==> src/rtl/fir_pkg.sv <==
// Shared types and helpers for the folded symmetric FIR sequencer.
// Provides the FSM state type, the default half-length and address helpers.
package fir_pkg;

  typedef enum logic [2:0] {
    IDLE,
    SHIFT,
    ACCUM,
    DRAIN,
    DONE
  } state_t;

  localparam int N_TAPS_DEF = 16;
  localparam int N_HALF     = N_TAPS_DEF / 2;

  function automatic int n_half(input int n_taps);
    return n_taps / 2;
  endfunction

  // Reverse tap walks the mirrored half of the delay line.
  function automatic int rev_addr(input int k, input int nh);
    return nh - 1 - k;
  endfunction

endpackage

==> src/rtl/fir_enable_pipe.sv <==
// Delays tap_active/first_tap by PIPE_LAT cycles to align MAC enables.
// Ports: clk, rst (async high), i_tap_active, i_first_tap -> o_mac_en, o_mac_clr.
module fir_enable_pipe #(
  parameter int PIPE_LAT = 2
) (
  input  logic clk,
  input  logic rst,
  input  logic i_tap_active,
  input  logic i_first_tap,
  output logic o_mac_en,
  output logic o_mac_clr
);

  logic [PIPE_LAT-1:0] r_act;
  logic [PIPE_LAT-1:0] r_first;

  // Shift-left form keeps the PIPE_LAT=1 case free of empty slices.
  always_ff @(posedge clk or posedge rst) begin
    if (rst) begin
      r_act   <= '0;
      r_first <= '0;
    end else begin
      r_act   <= (r_act << 1) | PIPE_LAT'(i_tap_active);
      r_first <= (r_first << 1) | PIPE_LAT'(i_first_tap);
    end
  end

  assign o_mac_en  = r_act[PIPE_LAT-1];
  assign o_mac_clr = r_first[PIPE_LAT-1];

endmodule

==> src/rtl/fir_sequencer.sv <==
// Single-clock control FSM for the folded symmetric FIR datapath.
// Ports: in_valid/in_ready sample handshake; shift_en, addr_fwd, addr_rev,
// rom_addr, mac_clr, mac_en datapath controls; busy; out_valid/out_ready.
module fir_sequencer
  import fir_pkg::*;
#(
  parameter int N_TAPS     = 16,
  parameter int WIDTH_ADDR = 3,
  parameter int PIPE_LAT   = 2
) (
  input  logic                  clk,
  input  logic                  rst,
  input  logic                  in_valid,
  output logic                  in_ready,
  output logic                  shift_en,
  output logic [WIDTH_ADDR-1:0] addr_fwd,
  output logic [WIDTH_ADDR-1:0] addr_rev,
  output logic [WIDTH_ADDR-1:0] rom_addr,
  output logic                  mac_clr,
  output logic                  mac_en,
  output logic                  busy,
  output logic                  out_valid,
  input  logic                  out_ready
);

  localparam int NH = n_half(N_TAPS);
  // Counter serves both ACCUM (to NH-1) and DRAIN (to PIPE_LAT-1 <= 3).
  localparam int CW = (WIDTH_ADDR > 2) ? WIDTH_ADDR : 2;
  localparam logic [CW-1:0] K_LAST = CW'(NH - 1);
  localparam logic [CW-1:0] P_LAST = CW'(PIPE_LAT - 1);

  if (N_TAPS < 4 || (N_TAPS % 2) != 0 ||
      $clog2(N_TAPS / 2) != WIDTH_ADDR ||
      PIPE_LAT < 1 || PIPE_LAT > 4) begin : g_bad_param
    $error("fir_sequencer: illegal parameters");
  end

  state_t        r_state;
  state_t        w_state_nxt;
  logic [CW-1:0] r_k;
  logic [CW-1:0] w_k_nxt;
  logic          w_accum;
  logic          w_first;

  always_ff @(posedge clk or posedge rst) begin
    if (rst) begin
      r_state <= IDLE;
      r_k     <= '0;
    end else begin
      r_state <= w_state_nxt;
      r_k     <= w_k_nxt;
    end
  end

  always_comb begin
    w_state_nxt = r_state;
    w_k_nxt     = r_k;
    unique case (r_state)
      IDLE: begin
        if (in_valid) w_state_nxt = SHIFT;
      end
      SHIFT: begin
        w_k_nxt     = '0;
        w_state_nxt = ACCUM;
      end
      ACCUM: begin
        if (r_k == K_LAST) begin
          w_k_nxt     = '0;
          w_state_nxt = DRAIN;
        end else begin
          w_k_nxt = r_k + CW'(1);
        end
      end
      DRAIN: begin
        if (r_k == P_LAST) begin
          w_k_nxt     = '0;
          w_state_nxt = DONE;
        end else begin
          w_k_nxt = r_k + CW'(1);
        end
      end
      DONE: begin
        if (out_ready) w_state_nxt = IDLE;
      end
      default: begin
        w_k_nxt     = '0;
        w_state_nxt = IDLE;
      end
    endcase
  end

  assign w_accum = (r_state == ACCUM);
  assign w_first = w_accum && (r_k == '0);

  assign in_ready  = (r_state == IDLE);
  assign busy      = (r_state != IDLE);
  assign shift_en  = (r_state == SHIFT);
  assign out_valid = (r_state == DONE);

  assign addr_fwd = w_accum ? r_k[WIDTH_ADDR-1:0] : '0;
  assign rom_addr = addr_fwd;
  assign addr_rev = w_accum ?
    WIDTH_ADDR'(rev_addr(int'(r_k), NH)) : '0;

  fir_enable_pipe #(
    .PIPE_LAT (PIPE_LAT)
  ) u_pipe (
    .clk          (clk),
    .rst          (rst),
    .i_tap_active (w_accum),
    .i_first_tap  (w_first),
    .o_mac_en     (mac_en),
    .o_mac_clr    (mac_clr)
  );

endmodule

==> config.mk <==
export PLATFORM = sky130hd
export DESIGN_NAME = fir_sequencer
export DESIGN_NICKNAME = d
export VERILOG_FILES = /design/src/rtl/fir_pkg.sv /design/src/rtl/fir_enable_pipe.sv /design/src/rtl/fir_sequencer.sv
export SDC_FILE = /design/constraint.sdc
export NUM_CORES = 1
export LEC_CHECK = 0
export CORE_MARGIN = 3
export CORE_UTILIZATION = 39
export CTS_CLUSTER_SIZE = 8
export DETAILED_ROUTE_END_ITERATION = 12
export PLACE_DENSITY = 0.78
export SLEW_MARGIN = 0
export SYNTH_ARGS = -nofsm -noshare
export SYNTH_HDL_FRONTEND = slang
export SYNTH_SLANG_ARGS = --single-unit
==> constraint.sdc <==
create_clock -name clk -period 1.3 [get_ports clk]
set_input_delay 0.26 -clock clk [delete_from_list [all_inputs] [get_ports clk]]
set_output_delay 0.26 -clock clk [all_outputs]
set_load 0.02 [all_outputs]
# Word-level counts from Yosys, hierarchy flattened
# Index checks and enable logic that the tools add are counted.
# W data, S select, Z words.
[op_classes]
addsub = 2
eq_ne = 10
mux = 10
n_bitwise = 2
reduce_logical = 6
[ops]
columns = ["op", "count"]
rows = [
  ["$mux W3", 8],
  ["$pmux W3 S5", 1],
  ["$pmux W3 S3", 1],
  ["$eq A3 B1 Y1 const B", 2],
  ["$eq A3 B2 Y1 const B", 2],
  ["$eq A3 B3 Y1 const B", 2],
  ["$logic_not A3 Y1", 2],
  ["$ne A2 B2 Y1 const B", 3],
  ["$or A2 B1 Y2", 2],
  ["$reduce_and A4 Y1", 1],
  ["$add A3 B1 Y3 const B", 1],
  ["$reduce_bool A3 Y1", 1],
  ["$sub A3 B3 Y3 const A", 1],
  ["$ne A2 B1 Y1 const B", 1],
  ["$reduce_or A2 Y1", 1],
  ["$logic_and A1 B1 Y1", 1],
]
[totals]
ff_bits = 10
out_inout_bits = 15

# Depth between registers and ports, before layout
# Gate-level depths: netlist of the first run.
[logic_depth]
ltp_word = 3
ltp_mapped = 7
mapped_depth_nobuf = 5

# Hierarchy
# From an unflattened synthesis of the first run, not the netlist that was laid out.
[unflattened]
hier_cells = 64
hier_area_um2 = 599.3
[by_module_without_submodules]
columns = ["mod", "n_inst", "cells_each", "area_per_inst_um2", "seq_area_each_um2"]
rows = [
  ["fir_sequencer", 1, 59, 495.5, 150.1],
  ["fir_enable_pipe", 1, 5, 103.8, 100.1],
]

# Worst setup path after synthesis of the first run
# No wires, ideal clock.
[synth_path]
path_kind = "reg-to-output"
startpoint = "register r_state[2]"
endpoint = "output rom_addr[1]"
t_arrival_ps = 1426
required_ps = 1040
path_slack_ps = -386
stages_incl_launch_ff = 6
n_path_buf = 2
cell_sequence = "dfrtp_1 > nand2b_4 > or2_1 > buf_6 > nor2_1 > buf_4"
[synth_via]
elab_chain_len = 2
[synth_lines]
columns = ["item", "line_no", "rtl"]
rows = [
  ["start: declaration", "fir_sequencer.sv:38", "state_t r_state;"],
  ["start signal: assignment", "fir_sequencer.sv:50", "r_state <= w_state_nxt;"],
  ["$eq A3 B2 Y1", "fir_sequencer.sv:92", "assign w_accum = (r_state == ACCUM);"],
  ["$mux W3", "fir_sequencer.sv:100", "assign addr_fwd = w_accum ? r_k[WIDTH_ADDR-1:0] : '0;"],
  ["end: declaration", "fir_sequencer.sv:18", "output logic [WIDTH_ADDR-1:0] rom_addr,"],
]
# Every way passes these cells.

# Final worst setup path of the first run
[layout_path]
startpoint = "register r_state[2]"
endpoint = "output rom_addr[2]"
[layout_via]
elab_chain_len = 2
[layout_lines]
columns = ["item", "line_no", "rtl"]
rows = [
  ["$eq A3 B2 Y1", "fir_sequencer.sv:92", ""],
  ["named net u_pipe.i_tap_active", "fir_enable_pipe.sv:8", "input logic i_tap_active,"],
  ["$mux W3", "fir_sequencer.sv:100", ""],
]
# The timed path passes the listed nets, and every way through them passes these cells.

==> metrics.md, run 1 <==
| Metric | Value |
|---|---|
| Post-synth top cells | `nor2_1 (11), dfrtp_1 (10), inv_1 (6)` |
| Crit path largest cell delay | `0.38 ns` |
| Combinational group share of total power | `72.2%` |
| CTS max path bufs | `2` |
| CP max-delay cell | `dfrtp_1` |
| Ys Warns | `0` |
| Via density | `4.847` |
| Initial Util | `43.56%` |
| Setup crit end kind | `output pin` |
| Crit start category | `register` |
| Skew-Pair Late Insertion Delay | `0.26 ns` |
| Status | `finished, violations left` |
| Final HPWL DP | `approximately 970 um` |
| Vias in the first global route | `525` |
| Internal power | `1.740 mW` |
| DRC errors left | `0` |
| CTS tree | `done` |
| Clock tree sinks | `10` |
| Setup_tns | `-3.685 ns` |
| VDD IR max | `1.212 mV` |
| R2R depth | `5` |
| Final WL | `1.402 mm` |
| GPL Wtd Cong | `0.8410` |
| First DRT Iteration DRCs | `2` |
| First-pass GRT wire length | `between 2 and 2.5 mm` |
| Remaining antenna violation count after routing | `0` |
| Largest net degree at the start of global routing | `11` |
| Synth area leader | `dfrtp_1` |
| Worst flop-to-flop path endpoint | `r_k[0]$_DFFE_PP0N_` |
| Pwr Density | `2926 nW/um^2` |
| CP required | `1.04 ns` |
| Die Y | `44.83 um` |
| Area growth from synthesis to layout | `74.47%` |
| IO buf count | `18` |
| Antenna Cells | `0` |
| H-tree levels | `1` |
| Critical Path Fanout Max | `7` |
| Arr. time, crit path | `about 1.4 ns` |
| Count of final setup violators | `16` |
| Least-Margin Pin Slew | `around 0.37 ns` |
| Switching share of power | `~42%` |
| Worst Setup SP | `r_state[2]$_DFFE_PP0P_` |
| Overall power | `3.002 mW` |
| RSZ-0062 raised after global routing | `yes` |
| Area of the core | `1350 um^2` |
| Top post-synthesis cells by area | `dfrtp_1 (43%), ha_1 (11%), nor2_1 (7.0%), buf_4 (3.8%), buf_6 (3.8%)` |
| Gr ovfl total | `0` |
| Final WS setup | `-0.3447 ns` |
| Max-cap violations | `0` |
| Yosys cell types | `26` |
| Nets | `106` |
| Synth Register Bits | `10` |
| Max Clk Rate | `608.0 MHz` |
| Worst Setup EP | `rom_addr[2]` |
| Leakage | `just over 0.5 nW` |
| Io pins | `19` |
| Final hold vios | `0` |
| R2r setup slk | `-0.06 ns` |
| Cell count after synthesis | `62` |
| Syn avg cell area | `9.485 um^2` |
| Yosys top cell area share | `42.55%` |
| Clock skew | `0.001990 ns` |
| Crit path kind | `register to output pin` |
| Register share of total power | `18.6%` |
| Final slew viol count | `0` |
| Total track usage | `approximately 15%` |
| Post-CTS Hold Fix Bufs | `0` |
| Post-Syn Nets | `71` |
| Hold WC Path Type | `input port to async pin` |
| Tcrit/Tclk final | `126.5%` |
| Die footprint | `approximately 2000 um^2` |
| Failing checks | `setup timing` |
| Clock-pin slew on the worst setup and hold paths | `0.07 ns` |
| Asr flop ratio synth | `100.0%` |
| Rel. slew slack | `approximately three quarters` |
| Via count | `538` |
| Net Switching | `1.262 mW` |
| Fin crit period | `1.645 ns` |
| Number of antenna violations at the first check in global routing | `0` |
| CP Cell Sequence | `nand2b_4 -> or2_4 -> inv_2 -> and2_4 -> buf_4` |
| Post-synth EDFFs | `0` |
| RR Startpoint | `r_k[0]$_DFFE_PP0N_` |
| Ys flop type | `dfrtp_1` |
| TritonCTS buffer count | `3` |
| Drt first pass iters | `3` |
| Count leader, synth | `nor2_1` |
| Root Buffer | `clkbuf_4` |
| Avg WL per Cell | `12.63 um` |
| Sequential area share after synthesis | `42.55%` |
| Die width | `roughly 45 um` |
| Share of cells above drive strength 1 | `63.54%` |
| Share of power burned in the clock network | `9.2%` |
| Mapped cell area | `roughly 590 um^2` |
| # rows | `13` |
-- power by group through the flow --
stage | combinational (mW) | sequential (mW) | clock (mW)
finish | 2.17 | 0.560 | 0.275
global placement | 1.73 | 0.561 | 0
floorplan | 1.07 | 0.594 | 0
CTS | 1.95 | 0.562 | 0.275
detailed placement | 1.75 | 0.565 | 0
global route | 2.32 | 0.578 | 0.310
-- cell families after synthesis --
logic type | after synthesis | share of synthesized area [%]
simple gates | 25 | 22.34
compound gates | 7 | 7.873
fa+ha+maj | 5 | 10.64
flops | 10 | 42.55
buf+inv | 13 | 12.98
mux | 2 | 3.617
-- final cells by class --
class | instances | area (um^2)
Sequential cell | 10 | 251.5
Clock buffer | 4 | 36.28
Fill cell | 93 | 324.1
Timing Repair Buffer | 36 | 329.1
Tap cell | 15 | 18.77
Inverter | 7 | 26.28
Multi-Input combinational cell | 39 | 364.1
-- critical path, delay by kind of cell (launching register included) --
family | cells | cell delay, ns
and+or+nand+nor | 3 | 0.55
DFF | 1 | 0.38
buffers and inverters | 2 | 0.20
-- layout by cell type, fill, tap and decap left out, types with 2 or more instances in the layout --
cell type / n
clkdlybuf4s50_1: 3
clkbuf_4: 3
o21ai_1: 2
buf_4: 18
ha_2: 2
dlygate4sd2_1: 2
inv_1: 3
nor2_1: 5
nor2_2: 2
ha_4: 2
nand2_1: 4
inv_2: 4
nor2_4: 4
buf_6: 13
dfrtp_1: 9
nor3b_2: 2
-- stage by stage --
stage / util [%] / area [um^2] / std cells / hold WS, ns / setup WS [ns]
2_1_floorplan: - / 633.1 / 62 / 0.1001 / -0.1944
3_3_place_gp: 64.87 / 875.8 / 102 / 0.3412 / -0.5983
3_5_place_dp: 64.87 / 875.8 / 102 / 0.3452 / -0.6308
4_1_cts: 70.81 / 955.9 / 107 / 0.2727 / -0.3527
5_1_grt: 76.00 / 1026 / 111 / 0.2770 / -0.4274
6_report: 76.00 / 1026 / 111 / 0.2681 / -0.3447
-- what timing repair did --
item                                   4_1_cts  5_1_grt
gates resized for setup                     86       12
setup buffers                                1        4
pin swaps                                    8        9
endpoints found under the hold margin        0        0
setup endpoints to repair                   20       19
-- flip-flops by register name (all words and copies together) (netlist names) --
register / count
r_k: 3
u_pipe.r_first: 2
r_state: 3
u_pipe.r_act: 2
-- worst min path at each step --
stage                             endpoint                   startpoint  cells after the start
2_1_floorplan           r_k[1]$_DFFE_PP0N_                          rst                      1
3_3_place_gp   u_pipe.r_first[1]$_DFF_PP0_  u_pipe.r_first[0]$_DFF_PP0_                      0
3_5_place_dp   u_pipe.r_first[1]$_DFF_PP0_  u_pipe.r_first[0]$_DFF_PP0_                      0
4_1_cts        u_pipe.r_first[1]$_DFF_PP0_                          rst                      2
5_1_grt          u_pipe.r_act[0]$_DFF_PP0_                          rst                      2
6_report       u_pipe.r_first[0]$_DFF_PP0_                          rst                      2
-- per-layer routing --
layer	GRT usage (%)	vias up	share of wire (%)
met1	18.32	258	43
met5	0	-	0
met2	26.65	13	52
li1	-	265	-
met3	1.195	2	4.3
met4	7.018	0	0.86
(Power assumes the default switching activity.)
==> run 2: changes to the inputs <==
--- a/config.mk
+++ b/config.mk
@@ -5,7 +5,7 @@
 export SDC_FILE = /design/constraint.sdc
 export NUM_CORES = 1
 export LEC_CHECK = 0
-export CORE_MARGIN = 3
+export CORE_MARGIN = 2
 export CORE_UTILIZATION = 39
 export CTS_CLUSTER_SIZE = 8
 export DETAILED_ROUTE_END_ITERATION = 12
==> run 2 against run 1 <==
The run still ends with setup timing left. Global-route usage increased by 1.4 points. Via count down 0.37%. Sequential power down 0.9%. Non-clock buffer count increased by 3. Maximum frequency is 0.11% lower. First-iteration DRC count increased by 100%. Critical path type unchanged.
==> metrics.md, run 2 (synthesis results as in run 1) <==
| Metric | Value |
|---|---|
| Io pins | `19 (unchanged)` |
| Clock tree sinks | `10 (unchanged)` |
| Via count | `536 (-0.37%)` |
| Crit start category | `register` |
| Placed Area | `877.1 um^2 (+0.14%)` |
| H-tree levels | `1 (unchanged)` |
| First-pass GRT wire length | `2.214 mm (+0.59%)` |
| Rel. slew slack | `75.34% (+0.25 points)` |
| Remaining antenna violation count after routing | `0 (unchanged)` |
| # rows | `14 (+1)` |
| Status | `finished, violations left` |
| Skew-Pair Late Insertion Delay | `0.26 ns (about the same)` |
| Area of the core | `1454 um^2 (+7.7%)` |
| GPL Wtd Cong | `0.8012 (-4.7%)` |
| Final slew viol count | `0 (unchanged)` |
| Design Area, Final | `1045 um^2 (+1.8%)` |
| Count of final setup violators | `16 (unchanged)` |
| Most frequent cells in the layout | `buf_4 (23), buf_6 (11), dfrtp_1 (9), nor2_1 (6)` |
| Crit path kind | `register to output pin` |
| Max-cap violations | `0 (unchanged)` |
| CTS tree | `done` |
| Setup crit end kind | `output pin` |
| First DRT Iteration DRCs | `4 (+2)` |
| Tcrit/Tclk final | `126.7% (+0.14 points)` |
| Overall power | `3.056 mW (+1.8%)` |
| Share of cells above drive strength 1 | `64.65% (+1.1 points)` |
| Regs by FF count | `r_k (3), r_state (3)` |
| Leakage | `0.5119 nW (+1.6%)` |
| Final WL | `1.467 mm (+4.6%)` |
| Final core area utilization | `71.86% (-4.1 points)` |
| CP required | `1.04 ns (about the same)` |
| Nets | `109 (+2.8%)` |
| Max Clk Rate | `607.3 MHz (-0.11%)` |
| Number of antenna violations at the first check in global routing | `0 (unchanged)` |
| Total track usage | `16.45% (+1.4 points)` |
| Via density | `4.661 (-3.8%)` |
| Drt first pass iters | `4 (+1)` |
| Gr ovfl total | `0 (unchanged)` |
| Die footprint | `1834 um^2 (-8.7%)` |
| Root Buffer | `clkbuf_4` |
| Final hold vios | `0 (unchanged)` |
| Area growth from synthesis to layout | `77.66%` |
| RSZ-0062 raised after global routing | `yes` |
| Commonest non-fill, non-tap cell in the layout | `buf_4` |
| Final WS setup | `-0.3465 ns (-0.001846 ns)` |
| Avg WL per Cell | `12.76 um (+1.0%)` |
| Post-CTS Hold Fix Bufs | `0 (unchanged)` |
| IO buf count | `18 (unchanged)` |
| Pwr Density | `2925 nW/um^2 (about the same)` |
| Largest net degree at the start of global routing | `11 (unchanged)` |
| DRC errors left | `0 (unchanged)` |
| TritonCTS buffer count | `3 (unchanged)` |
| VDD IR max | `1.387 mV (+14%)` |
| Die width | `42.83 um (-4.5%)` |
| Final HPWL DP | `944.9 um (-2.6%)` |
| Hold Slack | `0.2647 ns (-0.003396 ns)` |
| Clock-pin slew on the worst setup and hold paths | `0.07 ns (about the same)` |
| Least-Margin Pin Slew | `0.3694 ns (-0.003806 ns)` |
| Die Y | `42.83 um (-4.5%)` |
| Failing checks | `setup timing` |
| Initial Util | `40.45% (-3.1 points)` |
| Vias in the first global route | `531 (+1.1%)` |
| CTS max path bufs | `2 (unchanged)` |
| Antenna Cells | `0 (unchanged)` |
| Clock skew | `0.006337 ns (+0.004347 ns)` |
| Arr. time, crit path | `1.39 ns (about the same)` |
| Hold WC Path Type | `input port to async pin` |
| Critical Path Fanout Max | `7 (unchanged)` |
| Fin crit period | `1.647 ns (+0.001846 ns)` |
## run 2: cell types whose count changed in the layout (fill, tap and decap cells not counted)
cell,change
buf_4,+5
nor2_2,-1
o31ai_4,+1
o21ai_0,+1
nor2_1,+1
buf_6,-2
clkbuf_8,-1
o21ai_2,+1
o21ai_1,-2
ha_1,-1
o31ai_2,-1
clkbuf_1,+1
ha_2,+1
## run 2: layout make-up
type / instances / area, um^2
tap: 16 / 20.02
sequential: 10 / 251.5
timing repair buffer: 39 / 344.1
inverter: 7 / 26.28
clock buffer: 4 / 26.28
fill: 113 / 409.1
multi-input combinational: 39 / 376.6
## run 2: power by group
part | internal, mW | switching, mW
Sequential | 0.454 | 0.101
Clock | 0.118 | 0.104
Combinational | 1.18 | 1.10
## run 2: through the flow
stage	setup TNS (ns)	std cells	setup slack [ns]
6_report	-3.627	115	-0.3465
5_1_grt	-4.652	115	-0.4045
4_1_cts	-3.539	110	-0.3613
3_5_place_dp	-7.004	103	-0.6452
3_3_place_gp	-6.598	103	-0.5995
2_1_floorplan	-1.105	62	-0.1944
## run 2: critical path: stages, from the launching register on
cell      delay [ns]
dfrtp_1         0.38
nand2b_4        0.14
or2_4           0.28
inv_2           0.07
and2_4          0.13
buf_4           0.13
## run 2: worst paths after layout
check / startpoint / end / slack [ns] / depth (start not counted)
max: r_state[2]$_DFFE_PP0P_ / rom_addr[2] / -0.35 / 5
min: rst / r_k[2]$_DFFE_PP0N_ / 0.26 / 2
max reg2reg: r_k[0]$_DFFE_PP0N_ / r_k[0]$_DFFE_PP0N_ / -0.06 / 5
min reg2reg: u_pipe.r_first[0]$_DFF_PP0_ / u_pipe.r_first[1]$_DFF_PP0_ / 0.36 / 0
max in group asynchronous: rst / r_k[0]$_DFFE_PP0N_ / 0.75 / 2
min in group clk: u_pipe.r_first[0]$_DFF_PP0_ / u_pipe.r_first[1]$_DFF_PP0_ / 0.36 / 0
## run 2: layer usage
layer	global-route usage (%)	part of all wire, %	vias up
li1	-	-	270
met5	0	0	-
met1	18.09	43	252
met2	29.39	53	14
met3	2.553	4.0	0
met4	9.375	0	0
## run 2: what timing repair did
item | in CTS | in global routing
pin swaps | 7 | 6
buffers inserted | 3 | 5
gates resized for setup | 88 | 9
cloned | 0 | 0
endpoints found under the setup margin | 20 | 19
